File: config.mk
export PLATFORM = sky130hd
export DESIGN_NAME = bcd_serial_adder
export DESIGN_NICKNAME = d
export VERILOG_FILES = /design/src/rtl/bcd_serial_adder_pkg.sv /design/src/rtl/bcd_digit_adder.sv /design/src/rtl/bcd_serial_adder.sv
export SDC_FILE = /design/constraint.sdc
export NUM_CORES = 1
export LEC_CHECK = 0
export BUFFER_PORTS_ARGS = -buffer_cell sky130_fd_sc_hd__buf_2
export CAP_MARGIN = 20
export CORE_ASPECT_RATIO = 0.6
export CORE_MARGIN = 2
export CORE_UTILIZATION = 56
export CTS_BUF_LIST = sky130_fd_sc_hd__clkbuf_4
export DETAILED_ROUTE_END_ITERATION = 10
export PLACE_DENSITY = 0.78
export SYNTH_ARGS = -nofsm -noshare
export SYNTH_HDL_FRONTEND = slang
export SYNTH_SLANG_ARGS = --single-unit
File: constraint.sdc
create_clock -name Clock -period 4.95 [get_ports Clock]
set_input_delay 0.2475 -clock Clock [delete_from_list [all_inputs] [get_ports Clock]]
set_output_delay 0.2475 -clock Clock [all_outputs]
set_load 0.01 [all_outputs]
File: src/rtl/bcd_serial_adder_pkg.sv
// Shared calculator definitions: FSM encodings, size limits and BCD constants
// used by the serial BCD adder and sibling calculator blocks.
package bcd_serial_adder_pkg;

    typedef enum logic [1:0] {
        S_IDLE = 2'd0,
        S_RUN  = 2'd1,
        S_DONE = 2'd2
    } calc_state_e;

    localparam int          CALC_MAX_DIGITS = 8;
    localparam logic [3:0]  BCD_NINE        = 4'd9;
    localparam logic [4:0]  BCD_TEN         = 5'd10;

    function automatic logic bcd_digit_invalid(input logic [3:0] d);
        return d > BCD_NINE;
    endfunction

endpackage

File: src/rtl/bcd_digit_adder.sv
// Single-digit BCD adder with decimal correction; purely combinational.
module bcd_digit_adder
    import bcd_serial_adder_pkg::*;
(
    input  logic [3:0] x,
    input  logic [3:0] y,
    input  logic       ci,
    output logic [3:0] s,
    output logic       co
);

    logic [4:0] t;

    always_comb begin
        t  = {1'b0, x} + {1'b0, y} + {4'b0, ci};
        s  = t[3:0];
        co = 1'b0;
        // Binary sum is at most 19, so one subtraction of ten fully corrects it.
        if (t > {1'b0, BCD_NINE}) begin
            s  = 4'(t - BCD_TEN);
            co = 1'b1;
        end
    end

endmodule

File: src/rtl/bcd_serial_adder.sv
// Digit-serial BCD add/subtract: one digit per clock through a shared
// bcd_digit_adder; subtraction uses nines' complement of b plus a forced carry.
module bcd_serial_adder
    import bcd_serial_adder_pkg::*;
#(
    parameter int DIGITS = 4
) (
    input  logic                  Clock,
    input  logic                  Reset,
    input  logic                  start,
    input  logic                  sub,
    input  logic                  cin,
    input  logic [4*DIGITS-1:0]   a,
    input  logic [4*DIGITS-1:0]   b,
    output logic [4*DIGITS-1:0]   sum,
    output logic                  cout,
    output logic                  busy,
    output logic                  done,
    output logic                  invalid
);

    localparam int IDXW = (DIGITS > 1) ? $clog2(DIGITS) : 1;
    localparam logic [IDXW-1:0] LAST_IDX = IDXW'(DIGITS - 1);

    typedef logic [DIGITS-1:0][3:0] digits_t;

    calc_state_e   state_q, state_d;
    digits_t       a_q, a_d, b_q, b_d, sum_q, sum_d;
    digits_t       a_in, b_in;
    logic [IDXW-1:0] idx_q, idx_d;
    logic          sub_q, sub_d;
    logic          carry_q, carry_d;
    logic          cout_q, cout_d;
    logic          invalid_q, invalid_d;
    logic          opnd_bad;

    logic [3:0]    dig_x, dig_y, dig_s;
    logic          dig_co;

    assign a_in = a;
    assign b_in = b;

    always_comb begin
        opnd_bad = 1'b0;
        for (int i = 0; i < DIGITS; i++) begin
            if (bcd_digit_invalid(a_in[i]) || bcd_digit_invalid(b_in[i]))
                opnd_bad = 1'b1;
        end
    end

    assign dig_x = a_q[idx_q];
    assign dig_y = sub_q ? (BCD_NINE - b_q[idx_q]) : b_q[idx_q];

    bcd_digit_adder u_digit (
        .x  (dig_x),
        .y  (dig_y),
        .ci (carry_q),
        .s  (dig_s),
        .co (dig_co)
    );

    always_comb begin
        state_d   = state_q;
        a_d       = a_q;
        b_d       = b_q;
        sum_d     = sum_q;
        idx_d     = idx_q;
        sub_d     = sub_q;
        carry_d   = carry_q;
        cout_d    = cout_q;
        invalid_d = invalid_q;

        case (state_q)
            S_IDLE: begin
                if (start) begin
                    a_d       = a_in;
                    b_d       = b_in;
                    sub_d     = sub;
                    carry_d   = sub ? 1'b1 : cin;
                    sum_d     = '0;
                    cout_d    = 1'b0;
                    idx_d     = '0;
                    invalid_d = opnd_bad;
                    state_d   = opnd_bad ? S_DONE : S_RUN;
                end
            end
            S_RUN: begin
                sum_d[idx_q] = dig_s;
                carry_d      = dig_co;
                if (idx_q == LAST_IDX) begin
                    cout_d  = dig_co;
                    state_d = S_DONE;
                end else begin
                    idx_d = idx_q + 1'b1;
                end
            end
            S_DONE:  state_d = S_IDLE;
            default: state_d = S_IDLE;
        endcase
    end

    always_ff @(posedge Clock or posedge Reset) begin
        if (Reset) begin
            state_q   <= S_IDLE;
            a_q       <= '0;
            b_q       <= '0;
            sum_q     <= '0;
            idx_q     <= '0;
            sub_q     <= 1'b0;
            carry_q   <= 1'b0;
            cout_q    <= 1'b0;
            invalid_q <= 1'b0;
        end else begin
            state_q   <= state_d;
            a_q       <= a_d;
            b_q       <= b_d;
            sum_q     <= sum_d;
            idx_q     <= idx_d;
            sub_q     <= sub_d;
            carry_q   <= carry_d;
            cout_q    <= cout_d;
            invalid_q <= invalid_d;
        end
    end

    assign sum     = sum_q;
    assign cout    = cout_q;
    assign invalid = invalid_q;
    assign busy    = (state_q == S_RUN);
    assign done    = (state_q == S_DONE);

endmodule

* Word level (Yosys, flattened, before mapping) *
Cells that the tools add are included.

operators by class
  add/subtract/negate cells = 5
  order comparisons = 11
  equal/unequal tests = 6
  mux-type cells = 29
  reductions and logical operators = 12

operators by type and width
  kind                                                                             number
  4-bit greater-than comparator, second input constant                             8
  16-bit case mux with 2 select lines                                              1
  4-bit two-way mux                                                                5
  4-bit binary-select mux with 2-bit select                                        2
  16-bit bitwise mux                                                               1
  16-bit two-way mux                                                               1
  2-bit two-way mux                                                                5
  1-bit two-way mux                                                                9
  4-bit demux with 2-bit select                                                    1
  2-bit case mux with 2 select lines                                               2
  2-bit AND reduction                                                              3
  3-bit AND reduction                                                              2
  4-bit by 4-bit adder with 5-bit output                                           1
  5-bit by 1-bit adder with 5-bit output                                           1
  5-bit by 4-bit greater-than comparator with 1-bit output, second input constant  1
  2-bit equality test, second input constant                                       2
  1-bit logical OR                                                                 4
  2-bit inequality test, second input constant                                     2
  1-bit case mux with 2 select lines                                               2
  4-bit subtractor, first input constant                                           1
  4-bit subtractor, second input constant                                          1
  2-bit by 3-bit < comparator with 1-bit output, second input constant             1
  2-bit by 1-bit adder with 2-bit output, second input constant                    1
  2-bit by 1-bit equality test with 1-bit output, second input constant            1
  other kinds (5)                                                                  5

word-level totals
  register bits = 56
  bits of input ports = 37
  output and inout port bits = 20
  word-level logic and storage cells = 81

* Logic depth before layout (Yosys ltp) *
Gate-level depths: netlist (run 1).

  word-level depth = 10
  gate-level depth with buffers = 13
  mapped depth without buffers = 12

* By module *
From an unflattened synthesis (run 1), not the netlist that was laid out.

second synthesis, totals
  cells, all modules = 265
  area total of the unflattened synthesis = 2756.4 µm²

modules (own cells, without submodules)
  module            instances  cells an instance  area each (µm²)  seq. area each (µm²)
  bcd_serial_adder  1          243                2544.9           1401.3
  bcd_digit_adder   1          22                 211.5            0.0

* Worst setup path before layout (run 1) *
OpenSTA, ideal clock, no wires.

  path type = reg2reg
  from = reg idx_q[0]
  to = reg sum_q (netlist bit sum[10])
  setup time = 122 ps
  arrival time = 3296 ps
  data required time = 4828 ps
  slack = 1533 ps
  cell stages (with the launch flop) = 13
  path buffers = 1
  period minus slack after synthesis = 3417 ps
  path through = dfrtp_1 > buf_2 > mux4_2 > xnor2_1 > fa_1 > inv_1 > fa_1 > xnor2_1 > ha_1 > mux2_2 > nor2_1 > a221o_2 > a32o_1

on the way
  cells in the longest elaborated chain, start to end = 10
  elaborated cells on any way between the ends = 18
  those cells by class = add/sub (4); order compare (3); mux (10); reduce/logical (1)

ends and longest elaborated chain
  element                                                                                       RTL line                                      RTL
  start, declared                                                                               bcd_serial_adder.sv:30                        logic [IDXW-1:0] idx_q, idx_d;
  start signal, assigned                                                                        bcd_serial_adder.sv:118                       idx_q <= idx_d;
  4-bit binary-select mux with 2-bit select                                                     bcd_serial_adder.sv:52                        assign dig_y = sub_q ? (BCD_NINE - b_q[idx_q]) : b_q[idx_q];
  4-bit two-way mux (not written as such)                                                       bcd_serial_adder.sv:52
  4-bit subtractor                                                                              bcd_serial_adder.sv:52
  4-bit two-way mux                                                                             bcd_serial_adder.sv:52
  4-bit by 4-bit adder with 5-bit output                                                        bcd_digit_adder.sv:15                         t = {1'b0, x} + {1'b0, y} + {4'b0, ci};
  5-bit by 1-bit adder with 5-bit output                                                        bcd_digit_adder.sv:15
  4-bit subtractor or 5-bit by 4-bit greater-than comparator with 1-bit output (tied branches)  bcd_digit_adder.sv:20, bcd_digit_adder.sv:19
  4-bit two-way mux                                                                             bcd_digit_adder.sv:19                         if (t > {1'b0, BCD_NINE}) begin
  16-bit bitwise mux *                                                                          bcd_serial_adder.sv:88                        sum_d[idx_q] = dig_s;
  16-bit case mux with 2 select lines *                                                         bcd_serial_adder.sv:73                        case (state_q)
  end signal, assigned                                                                          bcd_serial_adder.sv:117                       sum_q <= sum_d;
  end, declared                                                                                 bcd_serial_adder.sv:28                        digits_t a_q, a_d, b_q, b_d, sum_q, sum_d;

Every way passes the cells marked *; elsewhere a longest branch is shown, timed or not. The select of a mux whose other input is x is not followed.
A chain may end at the register's enable or synchronous reset.

* Worst setup path after layout (run 1) *
  from = reg idx_q[0]
  to = reg sum_q (netlist bit sum[6])

The elaborated chain is that of the path after synthesis.

==> impl_metrics.sql, run 1 <==
INSERT INTO impl_metrics (metric_group, metric, value, unit) VALUES
('outcome', 'status', 'finished clean', ''),
('critical_path', 'timing.critical_path.cells', 'mux4_2 > xnor2_1 > fa_1 > inv_1 > fa_1 > xnor2_1 > ha_1 > mux2_2 > nor2_1 > a221o_2 > a32o_1', ''),
('routing', 'drt-wirelength-per-cell', '15.66', 'um'),
('synth', 'mappedNetlistArea', '0.002750', 'sq mm'),
('clocking', 'clk_latency', '0.39', 'ns'),
('clocking', 'level_count_of_the_clock_h_tree', '2', ''),
('grt', 'globalRouteOverflowTotal', '0', ''),
('routing', 'final_antenna_net_count', '0', ''),
('critical_path', 'crit_path_end_kind', 'flop', ''),
('synth', 'synth_enable_flop_cells', '0', ''),
('synth', 'synth_nets', '338', ''),
('place', 'dpl-instance-area', '0.003089', 'sq mm'),
('synth', 'ys.flop_type', 'dfrtp_1', ''),
('place', 'place.detailed.hpwl', '4.747', 'mm'),
('power_and_ir_drop', 'seq_power_share', '41.1', '%'),
('synth', 'share_of_the_synthesized_area_in_the_top_cell_type', '50.96', '%'),
('grt', 'antenna_violations_before_repair', '0', ''),
('routing', 'vias_per_cell', '5.665', ''),
('routing', 'drt_wl_total', '6.405', 'mm'),
('floorplan', 'die_width', '94.47', 'um'),
('synth', 'async_reset_ff_share', '100.0', '%'),
('cells_and_area', 'areaGrowthSynthToFinish', '15.38', '%'),
('synth', 'compound_gate_portion_of_the_synthesized_area', '10.96', '%'),
('timing', 'final_hold_viol_count', '0', ''),
('synth', 'ys_seq_area_share', '50.96', '%'),
('timing', 'fmaxAchievable', '0.2600', 'GHz'),
('grt', 'grt_use_total', '26.16', '%'),
('floorplan', 'start_util', '59.02', '%'),
('clocking', 'post_cts_hold_buffer_count', '0', ''),
('power_and_ir_drop', 'power_switching_share', '37.60', '%'),
('routing', 'drt_first_iter_violations', '141', ''),
('cells_and_area', 'layout-drive-gt1-share', '23.70', '%'),
('clocking', 'path_clk_slew', '0.17', 'ns'),
('timing', 'rsz0062_at_grt', 'no', ''),
('timing', 'timing.hold.ws', '0.01197', 'ns'),
('cells_and_area', 'filler_cell_count', '396', ''),
('synth', 'synth_xor_area_share', '0.9554', '%'),
('synth', 'postSynthRegisterBits', '56', ''),
('min_path', 'worst_hold_path_type', 'in2async', ''),
('power_and_ir_drop', 'p_leak', '1.643', 'nW'),
('power_and_ir_drop', 'worst_ir_drop_vdd', '278.5', 'uV'),
('synth', 'muxShareOfSynthArea', '7.370', '%'),
('critical_path', 'worst-path-max-fanout', '12', ''),
('routing', 'dr_total_vias', '2317', ''),
('synth', 'post_synthesis_area_per_instance', '9.483', 'sq um'),
('synth', 'synth_largest_area_cell', 'dfrtp_1', ''),
('place', 'placement.io_buffers', '56', ''),
('clocking', 'post_cts_resized', '0', ''),
('floorplan', 'dieArea', '0.005506', 'sq mm'),
('timing', 'max_slew_headroom_at_the_worst_pin', '53.63', '%'),
('synth', 'netlist_top_cells_area', 'dfrtp_1 51%, nand2_1 15%, mux4_2 6.6%', ''),
('clocking', 'clock_tree.buffer_depth', '2', ''),
('timing', 'finalSetupViolations', '0', ''),
('synth', 'synth_cells', '290', ''),
('clocking', 'cts_root_buffer', 'clkbuf_4', ''),
('clocking', 'cts_buffers', '5', ''),
('timing', 'timing.clock.skew', '0.009885', 'ns'),
('power_and_ir_drop', 'internal_power', '0.0008251', 'W'),
('synth', 'synth_top_family_by_area', 'simple AND/OR/NAND/NOR gates', ''),
('critical_path', 'timing_worst_setup_path_type', 'reg2reg', ''),
('power_and_ir_drop', 'combinationalPowerShare', '39.2', '%'),
('critical_path', 'critical_path_required', '5.25', 'ns'),
('power_and_ir_drop', 'clockPowerShare', '19.7', '%'),
('cells_and_area', 'post_route_cell_area', '0.003173', 'sq mm'),
('routing', 'drc', '0', ''),
('synth', 'top_cells_by_count_synth', '113 x nand2_1, 56 x dfrtp_1, 20 x o21ai_0', ''),
('cells_and_area', 'num_antenna_cells', '0', ''),
('grt', 'first_pass_grt_wire_length', '10.86', 'mm'),
('cells_and_area', 'design.final.nets', '393', ''),
('cells_and_area', 'multi_input_comb_area', '0.001269', 'sq mm'),
('floorplan', 'rows', '19', '');
## cell usage in the layout, fill, tap and decap left out, types with 2 or more instances in the layout
cell type | synthesis | final
dfrtp_1 | 56 | 56
inv_1 | 9 | 8
nand4_1 | 4 | 4
mux2_2 | 2 | 2
nor2_1 | 8 | 8
a31oi_1 | 3 | 3
nand2_1 | 113 | 113
clkbuf_4 | 0 | 5
and2_1 | 2 | 2
o21ai_0 | 20 | 20
xnor2_1 | 3 | 3
mux4_2 | 8 | 8
fa_1 | 2 | 2
buf_4 | 0 | 3
nand3_1 | 7 | 7
ha_1 | 9 | 9
nand2b_1 | 2 | 2
a32o_1 | 8 | 8
buf_2 | 1 | 56
a21oi_1 | 9 | 9
## logic make-up after synthesis
group                      after synthesis
AOI/OAI and AO/OA                       47
xor gates and xnor gates                 3
adders and majority gates               11
buffers and inverters                   21
DFF                                     56
muxes                                   10
and+or+nand+nor                        142
## power by group through the flow
| stage | logic [W] | registers [W] | clock network (W) |
|---|---|---|---|
| after floorplan | 0.000384 | 0.000538 | 0 |
| after global placement | 0.000488 | 0.000552 | 0 |
| after detailed placement | 0.000503 | 0.000552 | 0 |
| after CTS | 0.000508 | 0.000543 | 0.000261 |
| after global routing | 0.000572 | 0.000551 | 0.000279 |
| final | 0.000518 | 0.000543 | 0.000261 |
## state kept, by name, summed over array words and instances (netlist names)
signal	cells
a_q	16
b_q	16
sum	16
idx_q	2
state_q	2
carry_q	1
cout	1
invalid	1
sub_q	1
## through the flow
step	setup WS, ns	instances	total power, W
6_report	1.104	409	0.001322
5_1_grt	0.8401	409	0.001402
4_1_cts	1.111	409	0.001312
3_5_place_dp	1.183	401	0.001055
3_3_place_gp	1.250	401	0.001040
2_1_floorplan	1.533	290	0.0009219
## layout make-up
class / instances / share of cell area, %
Multi-Input combinational cell: 213 / 39.98
Sequential cell: 56 / 44.16
Clock inverter: 3 / 1.459
Clock buffer: 5 / 1.183
Inverter: 10 / 1.183
Tap cell: 63 / 2.484
Timing Repair Buffer: 59 / 9.543
## tightest hold or removal path: cells and delay by family
family / cells / cell delay (ns)
buf+inv: 3 / 0.67
## path summary, 6_finish.rpt
| kind | end | slack (ns) | cells past startpoint |
|---|---|---|---|
| max reg2reg | sum[6]$_DFFE_PP0P_ | 1.10 | 11 |
| min | sum[3]$_DFFE_PP0P_ | 0.01 | 3 |
| min in group Clock | b_q[4]$_DFFE_PP0P_ | 0.03 | 3 |
| min reg2reg | a_q[11]$_DFFE_PP0P_ | 0.49 | 2 |
| max | sum[6]$_DFFE_PP0P_ | 1.10 | 11 |
| max in group asynchronous | sum[4]$_DFFE_PP0P_ | 4.48 | 3 |
## metal layers
metal  wire length (um)  track usage [%]  share of wire, %  up-vias
met4                 95            7.246               1.5        0
met2               2737            36.33                43       85
li1                   -                -                 -     1088
met3                526            8.973               8.2       12
met1               3046            39.46                48     1132
met5                  0                0                 0        -
Note: power is estimated with default switching activity, not from simulation.
==> inputs of run 2 (changes only) <==
- CORE_UTILIZATION: 56 -> 51
- PLACE_DENSITY: 0.78 -> 0.75
- clock period: 4.95 -> 3.5 ns (I/O delays scaled with it)
==> run 2 against run 1 <==
- power rose by 42%
- combinational power rose by 61%
- the flow now finishes with violations (hold timing)
- count of clock-buffer cells in the layout rose by 1
- sequential share of layout area fell by 3.5 points
- worst hold slack got worse by 0.018 ns
- clock power rose by 7%
- critical endpoint is now sum[10]$_DFFE_PP0P_
==> impl_metrics.sql, run 2 (synthesis results as in run 1) <==
INSERT INTO impl_metrics (metric_group, metric, value, unit) VALUES
('outcome', 'status', 'finished with violations', ''),
('outcome', 'failed_checks', 'hold timing', ''),
('grt', 'grt_use_total', '25.10', '%'),
('critical_path', 'timing.critical_path.cells', 'mux4_2 > inv_1 > ha_1 > nand2_1 > o21ai_0 > ha_1 > and3b_1 > or3_4 > and2_4 > a221o_2 > a32o_1', ''),
('clocking', 'level_count_of_the_clock_h_tree', '2', ''),
('routing', 'dr_total_vias', '2395', ''),
('power_and_ir_drop', 'combinationalPowerShare', '44.5', '%'),
('critical_path', 'worst-path-max-fanout', '5', ''),
('routing', 'drt_first_iter_violations', '125', ''),
('critical_path', 'critical_path.top_delay_family', 'simple AND/OR/NAND/NOR gates', ''),
('min_path', 'worst_hold_path_type', 'in2reg', ''),
('critical_path', 'critical-path-slowest-cell', 'mux4_2', ''),
('clocking', 'clock_tree.buffer_depth', '2', ''),
('timing', 'timing.hold.ws', '-0.006253', 'ns'),
('place', 'place.detailed.hpwl', '5.036', 'mm'),
('cells_and_area', 'num_antenna_cells', '0', ''),
('power_and_ir_drop', 'clockPowerShare', '14.8', '%'),
('grt', 'maximum_number_of_pins_on_one_net_before_global_route_repair', '41', ''),
('cells_and_area', 'areaGrowthSynthToFinish', '25.43', '%'),
('critical_path', 'worst-path-buf-inv', '1', ''),
('clocking', 'path_clk_slew', '0.15', 'ns'),
('routing', 'drt_first_pass_iters', '4', ''),
('critical_path', 'timing.critical_path.from_type', 'flop', ''),
('routing', 'drt-wirelength-per-cell', '16.05', 'um'),
('timing', 'timing_max_transition_violations_final', '0', ''),
('timing', 'final_hold_viol_count', '2', ''),
('cells_and_area', 'most-common-layout-cells', '112 x nand2_1, 56 x buf_2, 55 x dfrtp_1', ''),
('timing', 'final_worst_path_cycle_share', '96.73', '%'),
('floorplan', 'dieArea', '0.006015', 'sq mm'),
('timing', 'layout_setup_ws', '0.1144', 'ns'),
('timing', 'max_slew_headroom_at_the_worst_pin', '69.60', '%'),
('timing', 'finalSetupViolations', '0', ''),
('power_and_ir_drop', 'netSwitchingPower', '0.0007140', 'W'),
('clocking', 'cts_root_buffer', 'clkbuf_4', ''),
('grt', 'grt_pass1_vias', '2267', ''),
('cells_and_area', 'layout-drive-gt1-share', '24.47', '%'),
('power_and_ir_drop', 'internal_power', '0.001167', 'W'),
('critical_path', 'critical_path_required', '3.79', 'ns'),
('timing', 'rsz0062_at_grt', 'no', ''),
('routing', 'vias_per_cell', '5.419', ''),
('floorplan', 'rows', '20', ''),
('clocking', 'cts_tree', 'done', ''),
('grt', 'first_pass_grt_wire_length', '11.35', 'mm'),
('cells_and_area', 'design.final.nets', '424', ''),
('place', 'dpl_worst_slack', '0.09203', 'ns'),
('clocking', 'clk_latency', '0.39', 'ns'),
('grt', 'antenna_violations_before_repair', '0', ''),
('floorplan', 'floorplan.io_pins', '57', ''),
('floorplan', 'coreArea', '0.005130', 'sq mm'),
('critical_path', 'critical_path_arrival', '3.68', 'ns'),
('place', 'placement.io_buffers', '56', ''),
('routing', 'drt_wl_total', '7.093', 'mm'),
('power_and_ir_drop', 'power.density_cell_area', '545.2', 'mW/mm^2'),
('grt', 'globalRouteOverflowTotal', '0', ''),
('cells_and_area', 'leading_cell_type_in_the_layout_fill_and_taps_excluded', 'nand2_1', ''),
('timing', 'fmaxAchievable', '0.2954', 'GHz'),
('clocking', 'cts.sinks', '56', ''),
('critical_path', 'crit_path_max_incr_delay', '0.52', 'ns'),
('timing', 'tightestPinTransition', '0.4560', 'ns'),
('power_and_ir_drop', 'worst_ir_drop_vdd', '254.2', 'uV'),
('critical_path', 'critical-path-top-cell-by-count', 'ha_1', ''),
('critical_path', 'timing_worst_setup_path_type', 'reg2reg', ''),
('floorplan', 'die-height', '60.88', 'um'),
('routing', 'drc', '0', ''),
('critical_path', 'crit_path_end_kind', 'flop', ''),
('clocking', 'cts_buffers', '5', ''),
('place', 'gpl.final_weighted_congestion', '0.8337', ''),
('floorplan', 'start_util', '53.61', '%'),
('power_and_ir_drop', 'p_leak', '1.771', 'nW'),
('power_and_ir_drop', 'power_switching_share', '37.97', '%'),
('timing', 'timing.clock.skew', '0.006202', 'ns'),
('power_and_ir_drop', 'seq_power_share', '40.8', '%'),
('flow_run', 'max_cap_violations', '0', ''),
('timing', 'timing.setup.tns', '0', 'ns'),
('timing', 'fin_crit', '3.386', 'ns'),
('floorplan', 'die_width', '98.80', 'um'),
('routing', 'final_antenna_net_count', '0', '');
[run 2: final timing paths]
kind,start,end,slack (ns),cells after the start
worst max register to register,idx_q[0]$_DFFE_PP0P_,sum[10]$_DFFE_PP0P_,0.11,11
worst max-delay path,idx_q[0]$_DFFE_PP0P_,sum[10]$_DFFE_PP0P_,0.11,11
max in group asynchronous,Reset,idx_q[0]$_DFFE_PP0P_,2.37,4
worst min register to register,a_q[14]$_DFFE_PP0P_,a_q[14]$_DFFE_PP0P_,0.49,2
min in group asynchronous,Reset,state_q[1]$_DFFE_PP0P_,0.30,3
worst min-delay path,a[3],a_q[3]$_DFFE_PP0P_,-0.006,3
[run 2: worst register-to-register path, delay by kind of cell (launching register included)]
kind	cells	cell delay, ns
AO/OA/AOI/OAI	3	0.78
adder cells (fa/ha/maj)	2	0.59
buffers and inverters	1	0.09
flip-flops	1	0.46
multiplexers	1	0.52
AND/OR/NAND/NOR	4	0.85
[run 2: power by group through the flow]
| stage | registers (W) | clock network [W] | logic [W] |
|---|---|---|---|
| after CTS | 0.000765 | 0.000277 | 0.000790 |
| after detailed placement | 0.000778 | 0 | 0.000768 |
| after global routing | 0.000777 | 0.000310 | 0.000912 |
| after global placement | 0.000775 | 0 | 0.000747 |
| final | 0.000767 | 0.000278 | 0.000836 |
| after floorplan | 0.000760 | 0 | 0.000543 |
[run 2: per-stage QoR]
stage / std cells / total power (W) / hold WS, ns / util (%) / area (sq um)
final: 442 / 0.001881 / -0.006253 / 67.24 / 3450
after global placement: 409 / 0.001522 / 0.1963 / 61.02 / 3131
after CTS: 437 / 0.001832 / 0.001018 / 66.10 / 3391
after floorplan: 290 / 0.001304 / 0.2804 / - / 2750
after detailed placement: 409 / 0.001546 / 0.1930 / 61.02 / 3131
after global routing: 442 / 0.001998 / 0.004529 / 67.24 / 3450
[run 2: cell type report]
cell class                 count  area [sq um]
fill                         397          1680
sequential                    56          1403
inverter                      10         37.54
timing repair buffer          90         595.6
tap                           66         82.58
clock buffer                   6         45.04
clock inverter                 1         5.005
multi-input combinational    213          1281
[run 2: metal layers]
metal	track usage [%]	vias up	part of all wire [%]
li1	-	1150	-
met1	37.27	1149	46
met2	38.03	81	44
met3	4.839	15	6.9
met4	8.023	0	2.1
met5	0	-	0
[run 2: repair_timing]
| action | CTS | global route |
|---|---|---|
| setup endpoints to repair | 0 | 4 |
| hold endpoints to repair | 39 | 3 |
| buffers inserted | 0 | 2 |
| hold buffers | 21 | 3 |
| gates resized for setup | 0 | 4 |
==> inputs of run 3 (changes only) <==
- CELL_PAD_IN_SITES_DETAIL_PLACEMENT: default -> 0
- CELL_PAD_IN_SITES_GLOBAL_PLACEMENT: default -> 2
- CORE_UTILIZATION: 51 -> 31
- HOLD_SLACK_MARGIN: default -> 0.08
- RECOVER_POWER: default -> 50
==> run 3 against run 2 <==
- the run ends with capacitance limit, slew limit left
- largest power group unchanged
- setup slack improved by 0.036 ns
- sequential power barely moved
- die area rose by 61%
- critical path depth did not move
- fmax rose by 1.1%
- worst hold slack improved by 0.11 ns
- power rose by 0.25%
- count of clock-buffer cells in the layout rose by 1
==> impl_metrics.sql, run 3 (synthesis results as in run 1) <==
INSERT INTO impl_metrics (metric_group, metric, value, unit) VALUES
('outcome', 'status', 'finished with violations', ''),
('outcome', 'failed_checks', 'capacitance limit, slew limit', ''),
('clocking', 'cts_tree', 'done', ''),
('critical_path', 'critical_path_required', '3.80', 'ns'),
('routing', 'vias_per_cell', '4.800', ''),
('grt', 'maximum_number_of_pins_on_one_net_before_global_route_repair', '41', ''),
('routing', 'final_antenna_net_count', '0', ''),
('place', 'gpl.final_weighted_congestion', '0.7618', ''),
('power_and_ir_drop', 'finalPower', '0.001886', 'W'),
('timing', 'finalSetupViolations', '0', ''),
('critical_path', 'crit_path_end_kind', 'flop', ''),
('clocking', 'cts_root_buffer', 'clkbuf_4', ''),
('place', 'placement.io_buffers', '56', ''),
('flow_run', 'max_cap_violations', '1', ''),
('floorplan', 'die_width', '125.6', 'um'),
('cells_and_area', 'filler_cell_count', '852', ''),
('timing', 'max_slew_headroom_at_the_worst_pin', '-3.927', '%'),
('timing', 'timing.clock.skew', '0.01191', 'ns'),
('timing', 'fmaxAchievable', '0.2985', 'GHz'),
('timing', 'timing.setup.tns', '0', 'ns'),
('routing', 'drt_wl_total', '7.457', 'mm'),
('routing', 'drt_first_iter_violations', '171', ''),
('routing', 'drt-wirelength-per-cell', '14.94', 'um'),
('floorplan', 'start_util', '32.14', '%'),
('floorplan', 'dieArea', '0.009666', 'sq mm'),
('clocking', 'clock_tree.buffer_depth', '2', ''),
('place', 'dpl_worst_slack', '0.07494', 'ns'),
('grt', 'grt_pass1_vias', '2400', ''),
('clocking', 'clk_latency', '0.39', 'ns'),
('cells_and_area', 'areaGrowthSynthToFinish', '30.66', '%'),
('cells_and_area', 'most-common-layout-cells', '113 x nand2_1, 55 x dfrtp_1, 37 x buf_2', ''),
('floorplan', 'floorplan.io_pins', '57', ''),
('floorplan', 'rows', '26', ''),
('routing', 'drt_first_pass_iters', '4', ''),
('power_and_ir_drop', 'p_leak', '1.734', 'nW'),
('clocking', 'level_count_of_the_clock_h_tree', '2', ''),
('timing', 'final_hold_viol_count', '0', ''),
('timing', 'tightestPinTransition', '1.557', 'ns'),
('cells_and_area', 'num_antenna_cells', '0', ''),
('critical_path', 'worst-path-max-fanout', '6', ''),
('grt', 'grt_use_total', '16.80', '%'),
('grt', 'antenna_violations_before_repair', '0', ''),
('cells_and_area', 'layout-drive-gt1-share', '19.38', '%'),
('floorplan', 'die-height', '76.96', 'um'),
('grt', 'grt-busiest-layer', 'met1', ''),
('critical_path', 'timing_worst_setup_path_type', 'reg2reg', ''),
('clocking', 'cts.sinks', '56', ''),
('grt', 'met2_track_usage_gr', '23.30', '%'),
('floorplan', 'coreArea', '0.008556', 'sq mm'),
('grt', 'use_met3', '3.768', '%'),
('timing', 'timing.hold.ws', '0.1051', 'ns'),
('timing', 'rsz0062_at_grt', 'no', ''),
('cells_and_area', 'final_core_utilization', '42.00', '%'),
('cells_and_area', 'area.sequential', '0.001403', 'sq mm'),
('routing', 'drc', '0', ''),
('routing', 'dr_total_vias', '2395', ''),
('power_and_ir_drop', 'power.density_cell_area', '524.7', 'mW/mm^2'),
('grt', 'first_pass_grt_wire_length', '12.51', 'mm'),
('min_path', 'worst_hold_path_type', 'in2reg', ''),
('cells_and_area', 'multi_input_comb_area', '0.001289', 'sq mm'),
('grt', 'globalRouteOverflowTotal', '0', ''),
('clocking', 'cts_buffers', '5', ''),
('place', 'place.detailed.hpwl', '5.472', 'mm'),
('cells_and_area', 'design.final.nets', '434', ''),
('timing', 'final_worst_path_cycle_share', '95.70', '%'),
('power_and_ir_drop', 'worst_ir_drop_vdd', '216.4', 'uV'),
('timing', 'fin_crit', '3.350', 'ns'),
('clocking', 'path_clk_slew', '0.16', 'ns'),
('cells_and_area', 'leading_cell_type_in_the_layout_fill_and_taps_excluded', 'nand2_1', ''),
('timing', 'layout_setup_ws', '0.1504', 'ns'),
('timing', 'timing_max_transition_violations_final', '41', ''),
('critical_path', 'critical_path_arrival', '3.65', 'ns'),
('critical_path', 'timing.critical_path.from_type', 'flop', ''),
('grt', 'grtUsageMet1', '26.14', '%');
[run 3: changes by cell type in the layout (fill, tap and decap cells not counted), sizes merged]
cell / before / now
dlygate4sd3: 24 / 34
buf: 66 / 46
clkbuf: 6 / 27
[run 3: layout make-up]
cell class / count / share of cell area (%)
flip-flops and latches: 56 / 39.03
multi-input cells: 213 / 35.86
repair buffers: 100 / 18.59
well taps: 112 / 3.900
clock buffers: 7 / 1.462
inverters: 10 / 1.045
clock inverters: 1 / 0.1045
[run 3: stage by stage]
step                cells  area [sq um]
global route          499          3593
global placement      455          3188
floorplan             290          2750
finish                499          3593
detailed placement    455          3188
CTS                   497          3585
[run 3: final timing paths]
kind | from | end | slack, ns | cells after the start
hold reg to reg | b_q[7]$_DFFE_PP0P_ | b_q[7]$_DFFE_PP0P_ | 0.49 | 2
hold / removal | cin | carry_q$_DFFE_PP0P_ | 0.11 | 3
min in group asynchronous | Reset | a_q[15]$_DFFE_PP0P_ | 0.77 | 3
max in group asynchronous | Reset | sum[14]$_DFFE_PP0P_ | 1.22 | 4
setup reg to reg | idx_q[0]$_DFFE_PP0P_ | sum[6]$_DFFE_PP0P_ | 0.15 | 11
setup / recovery | idx_q[0]$_DFFE_PP0P_ | sum[6]$_DFFE_PP0P_ | 0.15 | 11
[run 3: repair_timing]
item                                   4_1_cts  5_1_grt
resized for setup                            0        9
hold buffers                                34        0
buffers inserted                             0        2
endpoints found under the hold margin       72        0
setup endpoints to repair                    0        9
[run 3: worst max-delay path: stages (launching register included)]
cell	delay, ns
dfrtp_2	0.49
mux4_2	0.53
inv_2	0.07
ha_1	0.22
nand2_1	0.06
o21ai_1	0.08
ha_1	0.37
and3b_1	0.22
or3_4	0.39
and2_4	0.18
a221o_2	0.38
a32o_1	0.27
[run 3: power by group]
| group | switching (W) | total, W | internal, W |
|---|---|---|---|
| combinational | 0.000452 | 0.000819 | 0.000367 |
| clock | 0.000207 | 0.000301 | 0.0000934 |
| sequential | 0.0000473 | 0.000766 | 0.000718 |
[run 3: per-layer routing]
layer  up-vias  part of all wire [%]
met5         -                     0
met1      1153                    53
met4         0                  0.66
li1       1173                     -
met2        65                    41
met3         4                   5.7
